## src/rtl/reg_bus_bridge.sv

```systemverilog
// Valid/ready front end for the controlling-register bus: one registered access per request.
// Optional address range check enabled by defining REG_BRIDGE_RANGE_CHECK_EN.
module reg_bus_bridge #(
  parameter int                    ADDR_WIDTH  = 33,
  parameter int                    DATA_WIDTH  = 33,
  parameter int                    RDATA_WIDTH = 21,
  parameter int                    COUNT_WIDTH = 16,
  parameter logic [ADDR_WIDTH-1:0] ADDR_LIMIT  = 'hFF
) (
  input  logic                   clock,
  input  logic                   reset,
  input  logic                   req_valid,
  output logic                   req_ready,
  input  logic                   req_write,
  input  logic [ADDR_WIDTH-1:0]  req_addr,
  input  logic [DATA_WIDTH-1:0]  req_wdata,
  output logic                   rsp_valid,
  input  logic                   rsp_ready,
  output logic                   rsp_write,
  output logic [RDATA_WIDTH-1:0] rsp_rdata,
  output logic                   rsp_error,
  output logic [ADDR_WIDTH-1:0]  address,
  output logic                   write_enable,
  output logic [DATA_WIDTH-1:0]  write_data,
  output logic                   read_enable,
  input  logic [RDATA_WIDTH-1:0] read_data,
  output logic [COUNT_WIDTH-1:0] access_count
);

  // state  | meaning
  // IDLE   | ready for a request
  // ACCESS | one-cycle bus access, enables asserted
  // RESP   | response held until rsp_ready
  typedef enum logic [1:0] {IDLE, ACCESS, RESP} state_t;

  state_t state;
  logic   write_q;
  logic   error_q;
  logic   legal;

`ifdef REG_BRIDGE_RANGE_CHECK_EN
  assign legal = (req_addr <= ADDR_LIMIT);
`else
  assign legal = 1'b1;
`endif

  always_ff @(posedge clock or negedge reset) begin
    if (!reset) begin
      state        <= IDLE;
      write_q      <= 1'b0;
      error_q      <= 1'b0;
      req_ready    <= 1'b1;
      rsp_valid    <= 1'b0;
      rsp_write    <= 1'b0;
      rsp_rdata    <= '0;
      rsp_error    <= 1'b0;
      address      <= '0;
      write_data   <= '0;
      write_enable <= 1'b0;
      read_enable  <= 1'b0;
      access_count <= '0;
    end else begin
      case (state)
        IDLE: begin
          if (req_valid) begin
            write_q      <= req_write;
            error_q      <= !legal;
            address      <= req_addr;
            write_data   <= req_wdata;
            // Refused accesses still spend a cycle in ACCESS but never touch the bus.
            write_enable <= req_write && legal;
            read_enable  <= !req_write && legal;
            req_ready    <= 1'b0;
            state        <= ACCESS;
          end
        end
        ACCESS: begin
          write_enable <= 1'b0;
          read_enable  <= 1'b0;
          rsp_write    <= write_q;
          rsp_error    <= error_q;
          rsp_rdata    <= (write_q || error_q) ? '0 : read_data;
          if (!error_q) access_count <= access_count + 1'b1;
          rsp_valid    <= 1'b1;
          state        <= RESP;
        end
        RESP: begin
          if (rsp_ready) begin
            rsp_valid <= 1'b0;
            req_ready <= 1'b1;
            state     <= IDLE;
          end
        end
        default: begin
          write_enable <= 1'b0;
          read_enable  <= 1'b0;
          rsp_valid    <= 1'b0;
          req_ready    <= 1'b1;
          state        <= IDLE;
        end
      endcase
    end
  end

endmodule

```

## config.mk

```make
export PLATFORM = sky130hd
export DESIGN_NAME = reg_bus_bridge
export DESIGN_NICKNAME = d
export VERILOG_FILES = /design/src/rtl/reg_bus_bridge.sv
export SDC_FILE = /design/constraint.sdc
export NUM_CORES = 1
export LEC_CHECK = 0
export ABC_AREA = 1
export ABC_CLOCK_PERIOD_IN_PS = 1500
export CAP_MARGIN = 20
export CORE_UTILIZATION = 41
export DETAILED_ROUTE_END_ITERATION = 6
export GPL_TIMING_DRIVEN = 0
export PLACE_DENSITY = 0.9
export SKIP_LAST_GASP = 1
export SYNTH_ARGS = -nofsm -noshare
export SYNTH_HDL_FRONTEND = slang
export SYNTH_SLANG_ARGS = --single-unit
```

## constraint.sdc

```tcl
create_clock -name clock -period 1.5 [get_ports clock]
set_input_delay 0.3 -clock clock [delete_from_list [all_inputs] [get_ports clock]]
set_output_delay 0.3 -clock clock [all_outputs]
set_load 0.02 [all_outputs]
```

# Yosys cells after proc, flatten, opt, wreduce, memory -nomap -nowiden
# Cells that the tools add are included.
# W data, S select, Z words.
totals:
  reg_bits: 111
  output_inout_bits: 109
op_classes:
  bitwise_logic: 3
  n_reduce_logical: 7
  n_eq_ne: 4
  n_addsub: 1
  mux: 13
op_table:
  columns: ["op", "count"]
  rows:
  - ["$mux W21", 1]
  - ["$add A16 B1 Y16 const B", 1]
  - ["$reduce_and A2 Y1", 4]
  - ["$pmux W1 S3", 2]
  - ["$pmux W2 S3", 1]
  - ["$mux W1", 5]
  - ["$mux W2", 2]
  - ["$ne A2 B2 Y1 const B", 2]
  - ["$pmux W1 S2", 2]
  - ["$not A1 Y1", 3]
  - ["$reduce_and A3 Y1", 1]
  - ["$eq A2 B1 Y1 const B", 1]
  - ["$eq A2 B2 Y1 const B", 1]
  - ["$logic_not A2 Y1", 1]
  - ["$logic_not A1 Y1", 1]

# Depth between registers and ports, before layout
depth:
  word_depth: 3
  mapped_depth: 9
  ltp_nobuf: 8

# Worst setup path before layout
# OpenSTA, ideal clock, no wires.
synth_path:
  kind: "reg2reg"
  start: "register access_count[0]"
  end: "register access_count[14]"
  path_buffers: 0
  synth_period_minus_slack_ns: 1.424
  path_stages_with_launch: 9
  arrival_ns: 1.307
  path_slack_ns: 0.076
  setup_time_ns: 0.117
  required_time_ns: 1.383
  cell_sequence: "dfrtp_1 > ha_1 > nand3_1 > nor2_2 > nand2_2 > nor2_2 > nand2_1 > nand2_1 > nand2_1"
synth_via:
  elab_chain_len: 1
synth_lines:
  columns: ["item", "line_no", "source"]
  rows:
  - ["start: declaration", "27", "output logic [COUNT_WIDTH-1:0] access_count"]
  - ["start signal: assignment", "83", "if (!error_q) access_count <= access_count + 1'b1;"]
  - ["$add A16 B1 Y16", "83", null]
# Every way passes these cells.
# A chain may end at the register's enable or synchronous reset.

# Worst setup path after layout
layout_path:
  start: "register access_count[0]"
  end: "output access_count[0]"
# No word-level cell between the ends.

==> run summary <==
Clock Latency Late Sink: 0.36 ns
syn_nets: 551
crit end category: primary output
type of the worst setup path: register to primary output
Worst Setup EP: access_count[0]
Yosys top cell by area: dfrtp_1
number of flops mapped to enable cells by yosys: 0
yosys warns: 0
WL final: 11,700 um
cts bufs inserted: 9
Max Cap Violations: 0
status: complete, no violations
via density per instance: 4.784
Synth Area per Inst: 9.553 um2
reg-to-reg slack, setup: 0.10 ns
PortBufs: 199
grt ovf: 0
power density cells: 1866 nW/um2
CP startpoint kind: register
Sequential Area: 2780 um2
GP Congestion: 0.8535
CP bufs+invs: 1
Inserted Diodes: 0
Least-Margin Pin Slew: 0.5167 ns
Die H: 105.3 um
antenna violations before repair: 0
core box area: 10,320 um2
count of final hold-check violations: 0
min-delay worst type: input port to asynchronous set/reset pin
final critical-path share of the clock period: 97.45%
Initial Util: 42.38%
gr usage total: 22.39%
fmax: 684.1 MHz
Final nets: 764
Die ar.: 11,090 um2
CP startpoint: access_count[0]$_DFFE_PN0P_
post-synthesis sequential area ratio: 63.51%
drt drc: 0
largest net degree at the start of global routing: 75
clock tree buffer depth: 2
Synth Instances: 458
CP peak stage delay: 0.46 ns
worst reg2reg path depth: 8
Critical Path Fanout Max: 5
number of global-route vias before repair: 4,108
DR pass1 iterations: 4
Final Max Tran Viols: 0
stages on the worst setup path: 1
cell chain of the critical path: dlygate4sd2_1
CP required: 1.20 ns
Design Power: 12,390 uW
top cells by area, synth: dfrtp_1, nand2_1, a22o_1, buf_4, inv_1
crit path DAT: 1.16 ns
HPWL Detailed: 8932 um
Root Buffer: clkbuf_8
slowest CP cell: dfrtp_2
Leakage Power: 0.003534 uW
VDD IR max: 1.031 mV
Tmin final: 1.462 ns
clock skew: 0.007496 ns
first-pass GRT wire length: 19,730 um
Main synth FF type: dfrtp_1
H-tree depth: 3
post-synth top area share: 62.91%
# fillers: 858
row count: 37
multi-input logic area: 1409 um2
P&R area growth vs syn: 51.73%
CTS tree: built
R2R Path Start: access_count[0]$_DFFE_PN0P_
die width: 105.3 um
pre-CTS setup slack: -0.3493 ns
final setup violation count: 0
unrepaired setup endpoints after global routing: yes
Starting DRT DRC Count: 192
Reg2Reg Capture Point: access_count[14]$_DFFE_PN0P_
ys async rst share: 100.0%
clock sink count: 111
Post-DRT Antenna Nets: 0
setup TNS: 0 ns
setup ws final: 0.03824 ns
Yosys cell types: 30
CP delay by family, top: flip-flops
total number of vias: 3,880
I/O Pins: 201
synthesized area: 4375 um2
Seq cells post-synth: 111
layout cells sized above 1: 7.556%
CTS clk-pin slew, worst paths: 0.09 ns
wire length per cell: 14.43 um
Hold Slack: 0.4599 ns
Rel. slew slack: 65.55%
-- timing repair --
| action | in CTS | in global routing |
|---|---|---|
| hold endpoints to repair | 37 | 0 |
| gates resized for setup | 111 | 14 |
| setup endpoints to repair | 127 | 36 |
| hold buffers | 1 | 0 |
| setup buffers | 0 | 1 |
-- kinds of logic (layout without fill, tap and decap cells) --
family | Yosys count | in the layout | synth area share (%)
and+or+nand+nor | 267 | 267 | 24.42
DFF | 111 | 111 | 63.51
buffers and inverters | 40 | 257 | 4.576
AOI/OAI and AO/OA | 28 | 28 | 5.119
xor gates and xnor gates | 10 | 10 | 2.002
adders and majority gates | 1 | 1 | 0.2859
other | 1 | 1 | 0.08571
-- flip-flops by register name (all words and copies together) (netlist names) --
register,count
write_q,1
write_data,33
read_enable,1
access_count,16
req_ready,1
write_enable,1
rsp_valid,1
rsp_rdata,21
rsp_write,1
state,2
address,33
-- how the worst min path moves through the flow --
stage	cells after the start	slack, ns	from	endpoint
4_1_cts	3	0.45	req_wdata[15]	write_data[15]$_DFFE_PN0P_
3_5_place_dp	1	0.31	reset	access_count[7]$_DFFE_PN0P_
6_report	2	0.46	reset	access_count[8]$_DFFE_PN0P_
2_1_floorplan	0	0.004	reset	access_count[0]$_DFFE_PN0P_
5_1_grt	3	0.45	req_wdata[26]	write_data[26]$_DFFE_PN0P_
3_3_place_gp	2	0.46	write_data[22]$_DFFE_PN0P_	write_data[22]$_DFFE_PN0P_
-- cell usage after synthesis, drive strengths merged, types with 2 or more instances --
cell and n:
dfrtp 110, nor3 5, clkbuf 3, buf 17, a22o 21, inv 20, nand2 229, o21ai 3
nand4 3, xnor2 4, o22ai 2, xor2 6, nand3 10, nor2 19
-- metal layers --
metal | vias to the layer above | GRT usage, % | share of wire (%)
li1 | 1844 | - | -
met1 | 1848 | 26.31 | 41
met2 | 165 | 39.43 | 50
met3 | 23 | 5.751 | 7.2
met4 | 0 | 8.048 | 2.2
met5 | - | 0 | 0
-- placed cells by master, fill, tap and decap left out, types with 5 or more instances in the layout --
| cell type | netlist | layout |
|---|---|---|
| a22o_1 | 21 | 21 |
| buf_2 | 6 | 6 |
| buf_4 | 8 | 8 |
| clkbuf_8 | 0 | 9 |
| clkdlybuf4s50_1 | 0 | 90 |
| dfrtp_1 | 110 | 109 |
| dlygate4sd2_1 | 0 | 101 |
| inv_1 | 16 | 16 |
| nand2_1 | 226 | 226 |
| nand3_1 | 9 | 9 |
| nor2_1 | 15 | 15 |
| nor3_1 | 5 | 5 |
| xor2_1 | 6 | 6 |
-- through the flow --
stage,instances,area (um2),utilization (%)
final,811,6639,64.31
after global routing,811,6639,64.31
after CTS,810,6625,64.17
after detailed placement,794,6563,63.57
after global placement,793,6538,63.33
after floorplan,458,4375,-
-- area by class of cell --
cell class	count	area share, %
flip-flops and latches	111	41.88
repair buffers	202	28.53
multi-input cells	307	21.22
well taps	136	2.563
clock buffers	10	1.922
plain buffers	20	1.922
inverters	20	1.206
clock inverters	5	0.7539
-- power by group --
group | internal, uW | switching (uW)
clock | 754 | 933
sequential | 4230 | 730
combinational | 2260 | 3480
total | 7250 | 5140
No activity file was read; power rests on OpenSTA's default activity.
